--- src/rtl/ex_divider.sv ---
// Multi-cycle radix-2 restoring divider for the EX stage (MIPS DIV/DIVU).
// Holds the front of the pipeline while busy and emits quotient/remainder for HI/LO writeback.
module ex_divider #(
  parameter int WIDTH = 32
) (
  input  logic             clock,
  input  logic             reset,
  input  logic             ex_start,
  input  logic             ex_signed,
  input  logic [WIDTH-1:0] ex_operand_a,
  input  logic [WIDTH-1:0] ex_operand_b,
  input  logic             ex_cancel,
  output logic             stall_request,
  output logic             result_valid,
  output logic [WIDTH-1:0] result_quotient,
  output logic [WIDTH-1:0] result_remainder,
  output logic             divide_by_zero
);

  localparam int CW = (WIDTH > 1) ? $clog2(WIDTH) : 1;
  localparam logic [CW-1:0] LAST_STEP = CW'(WIDTH - 1);
  localparam logic [WIDTH-1:0] ONE_VAL = {{(WIDTH-1){1'b0}}, 1'b1};

  localparam logic [1:0] IDLE = 2'd0;
  localparam logic [1:0] BUSY = 2'd1;
  localparam logic [1:0] DONE = 2'd2;

  logic [1:0]       state_r;
  logic [CW-1:0]    counter_r;
  logic [WIDTH-1:0] quo_r;
  logic [WIDTH-1:0] rem_r;
  logic [WIDTH-1:0] div_r;
  logic             neg_q_r;
  logic             neg_r_r;

  logic             start_s;
  logic [WIDTH:0]   shifted_s;
  logic [WIDTH:0]   trial_s;
  logic [WIDTH-1:0] quo_next_s;
  logic [WIDTH-1:0] rem_next_s;

  // Two's-complement negate, used both for operand magnitude and result sign fix-up.
  function automatic logic [WIDTH-1:0] negate_if(input logic [WIDTH-1:0] v, input logic en);
    return en ? (~v + ONE_VAL) : v;
  endfunction

  // Start qualification: a flush in the same cycle kills the request.
  always_comb begin
    start_s = ex_start & ~ex_cancel;
  end

  // One restoring step: shift in the next dividend bit, keep the difference if non-negative.
  always_comb begin
    shifted_s  = {rem_r, quo_r[WIDTH-1]};
    trial_s    = shifted_s - {1'b0, div_r};
    quo_next_s = {quo_r[WIDTH-2:0], 1'b0};
    rem_next_s = shifted_s[WIDTH-1:0];
    if (trial_s[WIDTH]) begin
      quo_next_s = {quo_r[WIDTH-2:0], 1'b0};
      rem_next_s = shifted_s[WIDTH-1:0];
    end else begin
      quo_next_s = {quo_r[WIDTH-2:0], 1'b1};
      rem_next_s = trial_s[WIDTH-1:0];
    end
  end

  // Pipeline hold: low in DONE so the result cycle lets the pipeline advance.
  always_comb begin
    stall_request = 1'b0;
    case (state_r)
      IDLE:    stall_request = start_s;
      BUSY:    stall_request = ~ex_cancel;
      DONE:    stall_request = 1'b0;
      default: stall_request = 1'b0;
    endcase
  end

  // Control FSM, iteration datapath and registered results.
  always_ff @(posedge clock) begin
    if (reset) begin
      state_r          <= IDLE;
      counter_r        <= {CW{1'b0}};
      quo_r            <= {WIDTH{1'b0}};
      rem_r            <= {WIDTH{1'b0}};
      div_r            <= {WIDTH{1'b0}};
      neg_q_r          <= 1'b0;
      neg_r_r          <= 1'b0;
      result_valid     <= 1'b0;
      result_quotient  <= {WIDTH{1'b0}};
      result_remainder <= {WIDTH{1'b0}};
      divide_by_zero   <= 1'b0;
    end else begin
      result_valid   <= 1'b0;
      divide_by_zero <= 1'b0;
      case (state_r)
        IDLE: begin
          if (start_s) begin
            if (ex_operand_b == {WIDTH{1'b0}}) begin
              state_r          <= DONE;
              result_valid     <= 1'b1;
              divide_by_zero   <= 1'b1;
              result_quotient  <= {WIDTH{1'b1}};
              result_remainder <= ex_operand_a;
            end else begin
              state_r   <= BUSY;
              counter_r <= {CW{1'b0}};
              rem_r     <= {WIDTH{1'b0}};
              quo_r     <= negate_if(ex_operand_a, ex_signed & ex_operand_a[WIDTH-1]);
              div_r     <= negate_if(ex_operand_b, ex_signed & ex_operand_b[WIDTH-1]);
              neg_q_r   <= ex_signed & (ex_operand_a[WIDTH-1] ^ ex_operand_b[WIDTH-1]);
              neg_r_r   <= ex_signed & ex_operand_a[WIDTH-1];
            end
          end else begin
            state_r <= IDLE;
          end
        end
        BUSY: begin
          if (ex_cancel) begin
            state_r <= IDLE;
          end else begin
            quo_r     <= quo_next_s;
            rem_r     <= rem_next_s;
            counter_r <= counter_r + CW'(1);
            if (counter_r == LAST_STEP) begin
              state_r          <= DONE;
              result_valid     <= 1'b1;
              result_quotient  <= negate_if(quo_next_s, neg_q_r);
              result_remainder <= negate_if(rem_next_s, neg_r_r);
            end else begin
              state_r <= BUSY;
            end
          end
        end
        DONE: begin
          // ex_start still reflects the instruction being retired; do not restart on it.
          state_r <= IDLE;
        end
        default: begin
          state_r <= IDLE;
        end
      endcase
    end
  end

endmodule

--- config.mk ---
export PLATFORM = sky130hd
export DESIGN_NAME = ex_divider
export DESIGN_NICKNAME = d
export VERILOG_FILES = /design/src/rtl/ex_divider.sv
export SDC_FILE = /design/constraint.sdc
export NUM_CORES = 1
export LEC_CHECK = 0
export BUFFER_PORTS_ARGS = -buffer_cell sky130_fd_sc_hd__buf_2
export CAP_MARGIN = 30
export CORE_UTILIZATION = 40
export DETAILED_ROUTE_END_ITERATION = 10
export GPL_TIMING_DRIVEN = 0
export PLACE_DENSITY_LB_ADDON = 0.08
export SLEW_MARGIN = 20
export SYNTH_ARGS = -nofsm -noshare
export SYNTH_HDL_FRONTEND = slang
export SYNTH_SLANG_ARGS = --single-unit
--- constraint.sdc ---
create_clock -name clock -period 7.3 [get_ports clock]
set_clock_uncertainty 0.15 [all_clocks]
set_input_delay 0.73 -clock clock [delete_from_list [all_inputs] [get_ports clock]]
set_output_delay 0.73 -clock clock [all_outputs]
set_load 0.01 [all_outputs]
==> key figures <==
Run status
  • Status: finished, final reports clean

Floorplanning
  • Core Area: 28800 um2
  • Die area: 30000 um2
  • Starting density of the core: 0.407
  • Die Y: 173 um
  • FP Rows: 62
  • Ports: 136
  • Die X: 173 um

Synthesis
  • Post-Syn Nets: 1707
  • Synth cell types: 74
  • Share of the synthesized area in the top cell type: 0.290
  • Syn Inst Count: 1599
  • Asr flop ratio synth: 0
  • Synth top area cells: dfxtp_1 (29%), nor2_1 (8.2%), nand2_1 (5.4%)
  • Post-synth top flop: dfxtp_1
  • Syn avg cell area: 7.33 um2
  • Post-synthesis sequential area ratio: 0.290
  • Leading area contributor after synthesis: dfxtp_1
  • Seq cells post-synth: 170
  • YS warnings: 0
  • Number of synthesized flops with an enable pin: 0
  • Cell area after technology mapping: 11700 um2

Global route
  • Met2 Usage GRT: 0.483
  • GR Util met3: 0.0332
  • Initial antenna violation count: 0
  • GRT Total Usage: 0.278
  • Vias in the first global route: 11409
  • GR Util met1: 0.352
  • Grt ovf: 0
  • Largest net degree at the start of global routing: 19
  • First-pass GRT wire length: 64300 um
  • Layer with the highest usage: met2

Timing
  • Fmax: 146 MHz
  • Total negative slack: 0 ps
  • Slew @ Worst Pin: 1030 ps
  • Setup Viol. Count Final: 0
  • Final Hold Viols: 0
  • Rel. slew slack: 0.308
  • Min cycle time layout: 6850 ps
  • Slew Limit Fails: 0
  • Final Cycle Share: 0.938
  • Unrepaired setup endpoints after global routing: false

Setup path
  • Worst EP required: 7470 ps
  • Crit Path Max Fanout: 10
  • Worst Setup Start Kind: register
  • WP data arrival: 7020 ps
  • Worst setup EP type: register
  • R2R depth: 22
  • Crit path kind: register to register

Cells and area
  • Finished Layout Cells: 2148
  • Fillers: 3000
  • Commonest non-fill, non-tap cell in the layout: nor2_1
  • Most frequent cells in the layout: nor2_1 (256), dfxtp_1 (170), nand2_1 (169)
  • Nets: 1859
  • Synthesis-to-layout area growth: 14.8%
  • Share of cells above drive strength 1: 0.114
  • N_diodes: 0

Route
  • Iteration-0 DRC Markers: 957
  • Post-DR vias/cell: 5.68
  • Detailed Routing Iterations Pass 1: 6
  • Antenna Nets Post-Route: 0
  • # DRC: 0
  • Vias: 12206
  • Drt total wl: 42300 um
  • WL per Instance: 19.7 um

Power
  • Power Dens Cells: 180 nW/um2
  • VDD IR max: 0.000168 V
  • Leak: 5.38 nW

Clocking
  • Resized Gates After CTS: 0
  • CTS tree: yes
  • Post-CTS Setup Bufs: 0
  • Clk buf depth: 2
  • Hold Buf Count CTS: 0
  • Worst-path clk slew: 80 ps
  • Clk sinks: 170
  • H-tree Lvls: 4
  • Root Driver: clkbuf_16
  • Worst-Skew Late Latency: 450 ps
  • CTS Buf Count: 17

Flow run
  • Max-cap violations: 0

Placed design
  • # port buffers: 134
  • Inst Count DP: 2117
  • Post-detail-place hpwl: 33800 um
  • Final Wtd Congestion: 0.923

Hold path
  • Hold Crit Class: register to register
  • Worst Hold Path Cells: 2
metal layers:
layer,up-vias,routed length [um]
met5,-,0
li1,6045,-
met2,441,20100
met1,5648,18600
met4,0,1270
met3,72,2350
worst paths after layout:
check / start / end / slack [ps]
worst max-delay path: quo_r[31] / result_remainder[18] / 450
worst min register to register: div_r[31] / div_r[31] / 320
worst max register to register: quo_r[31] / result_remainder[18] / 450
worst min-delay path: div_r[31] / div_r[31] / 320
through the flow:
step / worst slack, ps / total power [mW] / instance area (um2) / hold WS [ps] / utilization
2_1_floorplan: 1940 / 1.35 / 11700 / 282 / -
3_3_place_gp: 350 / 1.51 / 12900 / 294 / 0.447
3_5_place_dp: 308 / 1.52 / 12900 / 306 / 0.447
4_1_cts: 274 / 2.43 / 13500 / 316 / 0.468
5_1_grt: 25.5 / 2.53 / 13500 / 338 / 0.468
6_report: 452 / 2.43 / 13500 / 315 / 0.468
logic make-up after synthesis:
kind of cell / count (synthesis) / share of synthesized area
compound gates: 472 / 0.270
fa+ha+maj: 39 / 0.0423
xor+xnor: 133 / 0.0994
mux: 12 / 0.0110
flops: 170 / 0.290
simple gates: 615 / 0.235
buf+inv: 158 / 0.0525
sequential cells by signal, indices dropped and copies added, names as in the netlist:
signal and cells:
result_valid 1, divide_by_zero 1, result_quotient 32, neg_q_r 1
neg_r_r 1, div_r 32, result_remainder 32, quo_r 32
rem_r 32, counter_r 5, state_r 1
power by group:
part,leakage [nW],switching [mW],internal (mW),total (mW)
Combinational,3.72,0.348,0.179,0.527
Clock,0.282,0.460,0.459,0.920
Sequential,1.38,0.0250,0.955,0.980
Total,5.38,0.833,1.59,2.43
layout make-up:
type,instances,area (um2),share of cell area
clock inverter,14,151,0.0112
multi-input combinational,1271,7710,0.573
tap,384,480,0.0357
clock buffer,18,429,0.0319
inverter,52,195,0.0145
sequential,170,3400,0.253
buffer,105,419,0.0311
timing repair buffer,134,671,0.0498
synthesized netlist by cell type (22+ instances only):
cell	instances
nor3_1	42
a21oi_1	121
inv_1	51
nor2_1	257
a211oi_1	79
ha_1	38
nand2_1	169
a311oi_1	23
xor2_1	64
xnor2_1	69
clkbuf_1	92
a22oi_1	28
or3_1	22
dfxtp_1	170
o21ai_0	81
worst max-delay path, stage by stage, from the launching register on:
cell	delay (ps)
dfxtp_1	380
inv_1	100
ha_1	240
fa_1	400
nand2b_1	220
a211oi_4	370
o21a_1	240
a21o_1	230
a41oi_2	330
xnor2_1	370
inv_2	190
clkbuf_1	370
buf_2	370
a21oi_1	320
ha_1	340
inv_1	110
o41ai_1	340
o21ai_0	280
or3_1	440
or3_1	350
nand2_1	100
xor2_1	100
a2111oi_0	360
Power figures use the tool's default switching activity.
